===== src/rtl/sync_fifo_flags_pkg.sv =====
// Shared parameters and elaboration helpers for the flagged synchronous FIFO.
package sync_fifo_flags_pkg;

    localparam int unsigned DEF_DATA_WIDTH = 8;
    localparam int unsigned DEF_ADDR_WIDTH = 6;
    localparam int unsigned DEF_FWFT       = 0;
    localparam int unsigned DEF_AF_THRESH  = 60;
    localparam int unsigned DEF_AE_THRESH  = 4;

    // Number of words addressed by an ADDR_WIDTH-bit index.
    function automatic int unsigned depth_of(input int unsigned addr_width);
        return 32'(1) << addr_width;
    endfunction

    // Address bits needed to hold a given depth (inverse of depth_of).
    function automatic int unsigned addr_bits_for(input int unsigned depth);
        return 32'($clog2(depth));
    endfunction

    // Thresholds must leave both flags reachable: AF in 1..DEPTH, AE in 0..DEPTH-1.
    function automatic bit thresh_legal(input int unsigned af,
                                        input int unsigned ae,
                                        input int unsigned depth);
        return (af >= 32'd1) && (af <= depth) && (ae < depth);
    endfunction

endpackage


===== src/rtl/sync_fifo_flags_if.sv =====
// Producer/consumer handshake and status bundle for sync_fifo_flags.
interface sync_fifo_flags_if #(
    parameter int unsigned DATA_WIDTH = 8,
    parameter int unsigned ADDR_WIDTH = 6
);

    logic                  wr_en;
    logic [DATA_WIDTH-1:0] data_in;
    logic                  rd_en;
    logic [DATA_WIDTH-1:0] data_out;
    logic                  flush;
    logic                  clr_err;
    logic                  full;
    logic                  empty;
    logic                  almost_full;
    logic                  almost_empty;
    logic [ADDR_WIDTH:0]   count;
    logic                  overflow;
    logic                  underflow;

    modport master (
        output wr_en, data_in, rd_en, flush, clr_err,
        input  data_out, full, empty, almost_full, almost_empty, count, overflow, underflow
    );

    modport slave (
        input  wr_en, data_in, rd_en, flush, clr_err,
        output data_out, full, empty, almost_full, almost_empty, count, overflow, underflow
    );

endinterface


===== src/rtl/sync_fifo_flags_ram.sv =====
// Flop-array storage: one synchronous write port, one asynchronous read port.
module sync_fifo_flags_ram #(
    parameter int unsigned DATA_WIDTH = 8,
    parameter int unsigned ADDR_WIDTH = 6
) (
    input  logic                  clk,
    input  logic                  we,
    input  logic [ADDR_WIDTH-1:0] waddr,
    input  logic [DATA_WIDTH-1:0] wdata,
    input  logic [ADDR_WIDTH-1:0] raddr,
    output logic [DATA_WIDTH-1:0] rdata
);

    localparam int unsigned DEPTH = 32'(1) << ADDR_WIDTH;

    logic [DATA_WIDTH-1:0] mem [DEPTH];

    // Write port; contents deliberately not reset.
    always_ff @(posedge clk) begin
        if (we) begin
            mem[waddr] <= wdata;
        end
    end

    // Asynchronous read of the addressed word.
    assign rdata = mem[raddr];

endmodule


===== src/rtl/sync_fifo_flags.sv =====
// Single-clock FIFO with fill count, almost flags, flush and sticky error flags.
module sync_fifo_flags
    import sync_fifo_flags_pkg::*;
#(
    parameter int unsigned DATA_WIDTH = DEF_DATA_WIDTH,
    parameter int unsigned ADDR_WIDTH = DEF_ADDR_WIDTH,
    parameter int unsigned FWFT       = DEF_FWFT,
    parameter int unsigned AF_THRESH  = DEF_AF_THRESH,
    parameter int unsigned AE_THRESH  = DEF_AE_THRESH
) (
    input logic              clk,
    input logic              rst,
    sync_fifo_flags_if.slave bus
);

    localparam int unsigned DEPTH = depth_of(ADDR_WIDTH);
    localparam int unsigned PW    = ADDR_WIDTH + 1;

    // Reject thresholds that would make a flag unreachable or stuck.
    if (!thresh_legal(AF_THRESH, AE_THRESH, DEPTH)) begin : g_bad_thresh
        $error("sync_fifo_flags: AF_THRESH=%0d AE_THRESH=%0d illegal for DEPTH=%0d",
               AF_THRESH, AE_THRESH, DEPTH);
    end

    logic [PW-1:0]         wptr_q, rptr_q, wptr_d, rptr_d;
    logic [PW-1:0]         count_q, count_d;
    logic                  full_q, empty_q, af_q, ae_q, ovf_q, unf_q;
    logic                  ovf_d, unf_d;
    logic                  wr_acc, rd_acc;
    logic [DATA_WIDTH-1:0] rd_data;

    // Accept/reject decisions, next pointers and next status, all from registered flags.
    always_comb begin
        wr_acc = bus.wr_en & ~full_q  & ~bus.flush;
        rd_acc = bus.rd_en & ~empty_q & ~bus.flush;
        wptr_d = wptr_q;
        rptr_d = rptr_q;
        if (bus.flush) begin
            wptr_d = '0;
            rptr_d = '0;
        end else begin
            if (wr_acc) wptr_d = wptr_q + PW'(1);
            if (rd_acc) rptr_d = rptr_q + PW'(1);
        end
        count_d = wptr_d - rptr_d;
        ovf_d   = (ovf_q & ~bus.clr_err) | (bus.wr_en & full_q  & ~bus.flush);
        unf_d   = (unf_q & ~bus.clr_err) | (bus.rd_en & empty_q & ~bus.flush);
    end

    // Pointer, count, flag and error registers.
    always_ff @(posedge clk) begin
        if (rst) begin
            wptr_q  <= '0;
            rptr_q  <= '0;
            count_q <= '0;
            full_q  <= 1'b0;
            empty_q <= 1'b1;
            af_q    <= 1'b0;
            ae_q    <= 1'b1;
            ovf_q   <= 1'b0;
            unf_q   <= 1'b0;
        end else begin
            wptr_q  <= wptr_d;
            rptr_q  <= rptr_d;
            count_q <= count_d;
            full_q  <= (count_d == PW'(DEPTH));
            empty_q <= (count_d == '0);
            af_q    <= (count_d >= PW'(AF_THRESH));
            ae_q    <= (count_d <= PW'(AE_THRESH));
            ovf_q   <= ovf_d;
            unf_q   <= unf_d;
        end
    end

    sync_fifo_flags_ram #(
        .DATA_WIDTH (DATA_WIDTH),
        .ADDR_WIDTH (ADDR_WIDTH)
    ) u_ram (
        .clk   (clk),
        .we    (wr_acc),
        .waddr (wptr_q[ADDR_WIDTH-1:0]),
        .wdata (bus.data_in),
        .raddr (rptr_q[ADDR_WIDTH-1:0]),
        .rdata (rd_data)
    );

    // Read data path: head word shown directly, or captured on each accepted read.
    if (FWFT != 0) begin : g_fwft
        assign bus.data_out = rd_data;
    end else begin : g_std
        logic [DATA_WIDTH-1:0] dout_q;

        // Registered read port; holds between accepted reads and across flush.
        always_ff @(posedge clk) begin
            if (rst) begin
                dout_q <= '0;
            end else if (rd_acc) begin
                dout_q <= rd_data;
            end
        end

        assign bus.data_out = dout_q;
    end

    assign bus.full         = full_q;
    assign bus.empty        = empty_q;
    assign bus.almost_full  = af_q;
    assign bus.almost_empty = ae_q;
    assign bus.count        = count_q;
    assign bus.overflow     = ovf_q;
    assign bus.underflow    = unf_q;

endmodule

===== src/flat_wrapper.sv =====
// flat-port wrapper written by rule: the top's interface ports become plain ports
module sync_fifo_flags_flat import sync_fifo_flags_pkg::*;
#(
    parameter int unsigned DATA_WIDTH = DEF_DATA_WIDTH,
    parameter int unsigned ADDR_WIDTH = DEF_ADDR_WIDTH,
    parameter int unsigned FWFT       = DEF_FWFT,
    parameter int unsigned AF_THRESH  = DEF_AF_THRESH,
    parameter int unsigned AE_THRESH  = DEF_AE_THRESH
)
  (clk, rst, bus_wr_en, bus_data_in, bus_rd_en, bus_flush, bus_clr_err, bus_data_out, bus_full, bus_empty, bus_almost_full, bus_almost_empty, bus_count, bus_overflow, bus_underflow);
  sync_fifo_flags_if #(.DATA_WIDTH(DATA_WIDTH), .ADDR_WIDTH(ADDR_WIDTH)) bus_i ();
  input logic clk;
  input logic rst;
  input wire logic [$bits(bus_i.wr_en)-1:0] bus_wr_en;
  input wire logic [$bits(bus_i.data_in)-1:0] bus_data_in;
  input wire logic [$bits(bus_i.rd_en)-1:0] bus_rd_en;
  input wire logic [$bits(bus_i.flush)-1:0] bus_flush;
  input wire logic [$bits(bus_i.clr_err)-1:0] bus_clr_err;
  output wire logic [$bits(bus_i.data_out)-1:0] bus_data_out;
  output wire logic [$bits(bus_i.full)-1:0] bus_full;
  output wire logic [$bits(bus_i.empty)-1:0] bus_empty;
  output wire logic [$bits(bus_i.almost_full)-1:0] bus_almost_full;
  output wire logic [$bits(bus_i.almost_empty)-1:0] bus_almost_empty;
  output wire logic [$bits(bus_i.count)-1:0] bus_count;
  output wire logic [$bits(bus_i.overflow)-1:0] bus_overflow;
  output wire logic [$bits(bus_i.underflow)-1:0] bus_underflow;
  assign bus_i.wr_en = bus_wr_en;
  assign bus_i.data_in = bus_data_in;
  assign bus_i.rd_en = bus_rd_en;
  assign bus_i.flush = bus_flush;
  assign bus_i.clr_err = bus_clr_err;
  assign bus_data_out = bus_i.data_out;
  assign bus_full = bus_i.full;
  assign bus_empty = bus_i.empty;
  assign bus_almost_full = bus_i.almost_full;
  assign bus_almost_empty = bus_i.almost_empty;
  assign bus_count = bus_i.count;
  assign bus_overflow = bus_i.overflow;
  assign bus_underflow = bus_i.underflow;
  sync_fifo_flags #(.DATA_WIDTH(DATA_WIDTH), .ADDR_WIDTH(ADDR_WIDTH), .FWFT(FWFT), .AF_THRESH(AF_THRESH), .AE_THRESH(AE_THRESH)) u_core (.clk(clk), .rst(rst), .bus(bus_i));
endmodule

===== config.mk =====
export PLATFORM = sky130hd
export DESIGN_NAME = sync_fifo_flags_flat
export DESIGN_NICKNAME = d
export VERILOG_FILES = /design/src/rtl/sync_fifo_flags_pkg.sv /design/src/rtl/sync_fifo_flags_if.sv /design/src/rtl/sync_fifo_flags_ram.sv /design/src/rtl/sync_fifo_flags.sv /design/src/flat_wrapper.sv
export SDC_FILE = /design/constraint.sdc
export NUM_CORES = 1
export LEC_CHECK = 0
export ABC_AREA = 0
export BUFFER_PORTS_ARGS = -buffer_cell sky130_fd_sc_hd__buf_4
export CORE_MARGIN = 2
export CORE_UTILIZATION = 37
export CTS_CLUSTER_DIAMETER = 200
export DETAILED_ROUTE_END_ITERATION = 12
export GPL_TIMING_DRIVEN = 0
export HOLD_SLACK_MARGIN = 0.02
export MAX_ROUTING_LAYER = met4
export PLACE_DENSITY = 0.52
export SYNTH_ARGS = -nofsm -noshare
export SYNTH_HDL_FRONTEND = slang
export SYNTH_SLANG_ARGS = --single-unit

===== constraint.sdc =====
create_clock -name clk -period 5.2 [get_ports clk]
set_clock_uncertainty 0.1 [all_clocks]
set_input_delay 0.26 -clock clk [delete_from_list [all_inputs] [get_ports clk]]
set_output_delay 0.26 -clock clk [all_outputs]
set_load 0.005 [all_outputs]

==> reports/results.tsv <==
metric	value	unit
status	finished, final reports clean	
post-cts-setup-buffer-count	0	
reg2reg_depth	16	
hpwl	36900	um
hold_class	in2reg	
synth_fp_nets	1170	
critPathBufInv	5	
numClockSinks	547	
max_stage_delay	470	ps
insertion_delay	610	ps
core_area	58900	um2
peakVddDrop	0.000259	V
vias_per_cell	5.39	
synthFlopType	edfxtp_1	
synth-edff-count	512	
path_class	reg2reg	
rsz0062_at_grt	false	
ys_seq_area_share	73.2	%
intPower	7.32	mW
grt_start_max_net_pins	65	
ctsLongestPathBuffers	3	
area_delta_synth_final	14.0	%
max_freq	211	MHz
chipWidth	248	um
wirelength	56700	um
initialDrtViolationCount	833	
syn_area_per_cell	19.1	um2
startpoint_type	register	
p_switching	1.90	mW
drt_first_pass_iters	6	
initial_core_util	37.3	%
drive_gt1_share	24.7	%
setup_tns	0	ps
final_nets	1266	
leakage	7.65	nW
crit_fanout	10	
cts_tree	yes	
place.gp.congestion	0.830	
synth_top_area_share	70.0	%
num_vias	11110	
final_cells	2060	
swShare	20.6	%
cts_root_buffer	clkbuf_16	
fin_util	42.5	%
maxSlewHeadroom	32.1	%
p_seq_share	52.6	%
antenna_found_initial	0	
period_needed	4730	ps
die_h	248	um
power_density	368	nW/um2
seq_area	16100	um2
fill_cells	5220	
synth_warnings	0	
antenna_left	0	
syn-cell-area	22000	um2
cts-buffers-inserted	56	
pre_cts_ws	470	ps
setup_violations	0	
die-area	61400	um2
async_reset_ff_share	0	%
worst_pin_slew	1010	ps
pin_count	35	
critical_path_depth	16	
multi_input_area	5500	um2
placed_area	23200	um2
cpMaxStageDelayCell	buf_2	
dp_cells	1955	
grt_usage	19.6	%
hold_depth	5	
crit_chain	buf_2, buf_4, buf_2, buf_2, buf_2, nand4_1, xnor2_1, nand2b_1, ha_1, or2_2, o22ai_1, o22a_1, nor2_1, a311o_1, and3_1, a31o_2	
cpMostUsedCell	buf_2	
hold_violations	0	
row_count	89	
power_frac_comb	4.0	%
layout_setup_ws	469	ps
ys_seq_elements	547	
grt_remaining_overflow	0	
crit_family	buffers and inverters	
drv_slew	0	
critical_path_arrival	5130	ps
ctsResizeCount	0	
period_share	91.0	%
cp_data_required_time	5600	ps
synth.top_cells.by_area	edfxtp_1 (70%), mux4_2 (14%), dfxtp_1 (3.2%), nor2_1 (1.7%), a21oi_1 (1.1%)	
yosysUniqueCellTypes	61	
end_kind	register	
wl_per_cell	27.5	um
drc	0	
p_total	9.23	mW
hold_ws	60.3	ps
htreeDepth	2	
clkPwrFrac	43.4	%
synthCells	1148	
fin_area	25000	um2
cts_hold_buf	4	
clk_pin_slew	60	ps
diodes	0	
grt_pass1_vias	11559	
synth_top_cell_by_area	edfxtp_1	
drv_cap	0	
portBuffers	34	
grt_pass1_wl	82200	um
-- layer usage --
layer  wire [um]  track usage (%)
met4        1190             4.60
met3        3810             4.68
met5           0                -
met1       24700             26.0
met2       27000             30.8
-- layout make-up --
cell class                 instances  share of cell area (%)
tap                              773                    3.86
timing repair buffer              38                    1.18
clock buffer                      71                    5.90
inverter                           6                  0.0899
clock inverter                    30                    1.26
buffer                            66                    1.55
sequential                       547                    64.2
multi-input combinational        529                    22.0
-- registers in the layout, summed over array words and instances, names as in the netlist --
signal,count
u_core.bus.almost_empty,1
u_core.rptr_q,7
u_core.bus.almost_full,1
u_core.u_ram.mem,512
u_core.bus.data_out,8
u_core.bus.full,1
u_core.bus.empty,1
u_core.wptr_q,7
u_core.bus.count,7
u_core.bus.underflow,1
u_core.bus.overflow,1
-- logic make-up (layout without fill, tap and decap cells) --
kind of cell    Yosys count  in the layout  synth area share (%)
flops                   547            547                  73.2
mux                     171            171                  15.6
simple gates            225            225                  5.06
fa+ha+maj                 9              9                 0.541
xor+xnor                 15             15                 0.632
compound gates          109            109                  3.11
buf+inv                  72            211                  1.87
-- layout by cell type, fill, tap and decap left out, types with 7 or more instances in the layout --
master / count
nand2b_1: 16
mux2i_1: 19
ha_1: 7
clkbuf_16: 57
mux4_2: 136
clkbuf_1: 35
xnor2_1: 12
mux2_2: 16
bufinv_16: 7
o22a_1: 8
nor2b_1: 14
nor2_1: 99
dfxtp_1: 35
edfxtp_1: 512
a31oi_1: 7
nand2_1: 37
a21oi_1: 49
buf_2: 20
clkinv_1: 16
nand3_1: 10
a211oi_1: 8
o21ai_0: 8
buf_4: 44
buf_6: 9
o22ai_1: 10
-- power groups by stage --
stage	Combinational, mW	Sequential [mW]	Clock [mW]
after floorplan	0.193	4.94	0
after global placement	0.373	4.94	0
after detailed placement	0.379	4.94	0
after CTS	0.382	4.85	4.07
after global routing	0.405	4.85	4.25
final	0.374	4.85	4.00
-- synth_stat cells (5+ instances only) --
cell type / n
nor2b_1: 14
buf_4: 10
a211oi_1: 8
or2_2: 6
mux2i_1: 19
o22a_1: 8
nand3_1: 10
clkbuf_1: 21
nand3b_1: 6
nand2b_1: 16
dfxtp_1: 35
nand2_1: 37
a21oi_1: 49
nor3_1: 7
buf_6: 9
inv_1: 6
a31oi_1: 7
ha_1: 7
buf_1: 5
or4_1: 6
o21ai_0: 8
o22ai_1: 10
mux2_2: 16
nor2_1: 99
mux4_2: 136
xnor2_1: 12
edfxtp_1: 512
buf_2: 20
-- path summary, 6_finish.rpt --
check / start / end / slack, ps
setup / recovery: u_core.rptr_q[1]$_SDFF_PP0_ / u_core.bus.almost_empty$_SDFF_PP1_ / 470
hold / removal: bus_rd_en / u_core.rptr_q[2]$_SDFF_PP0_ / 60
setup reg to reg: u_core.rptr_q[1]$_SDFF_PP0_ / u_core.bus.almost_empty$_SDFF_PP1_ / 470
hold reg to reg: u_core.bus.overflow$_SDFF_PP0_ / u_core.bus.overflow$_SDFF_PP0_ / 370
-- worst reg2reg max path: stages, from the launching register on --
cell and delay (ps):
dfxtp_1 330, buf_2 180, buf_4 280, buf_2 380, buf_2 390, buf_2 470
nand4_1 190, xnor2_1 200, nand2b_1 120, ha_1 250, or2_2 310, o22ai_1 400
o22a_1 230, nor2_1 50, a311o_1 310, and3_1 190, a31o_2 250
Note: power is estimated with default switching activity, not from simulation.
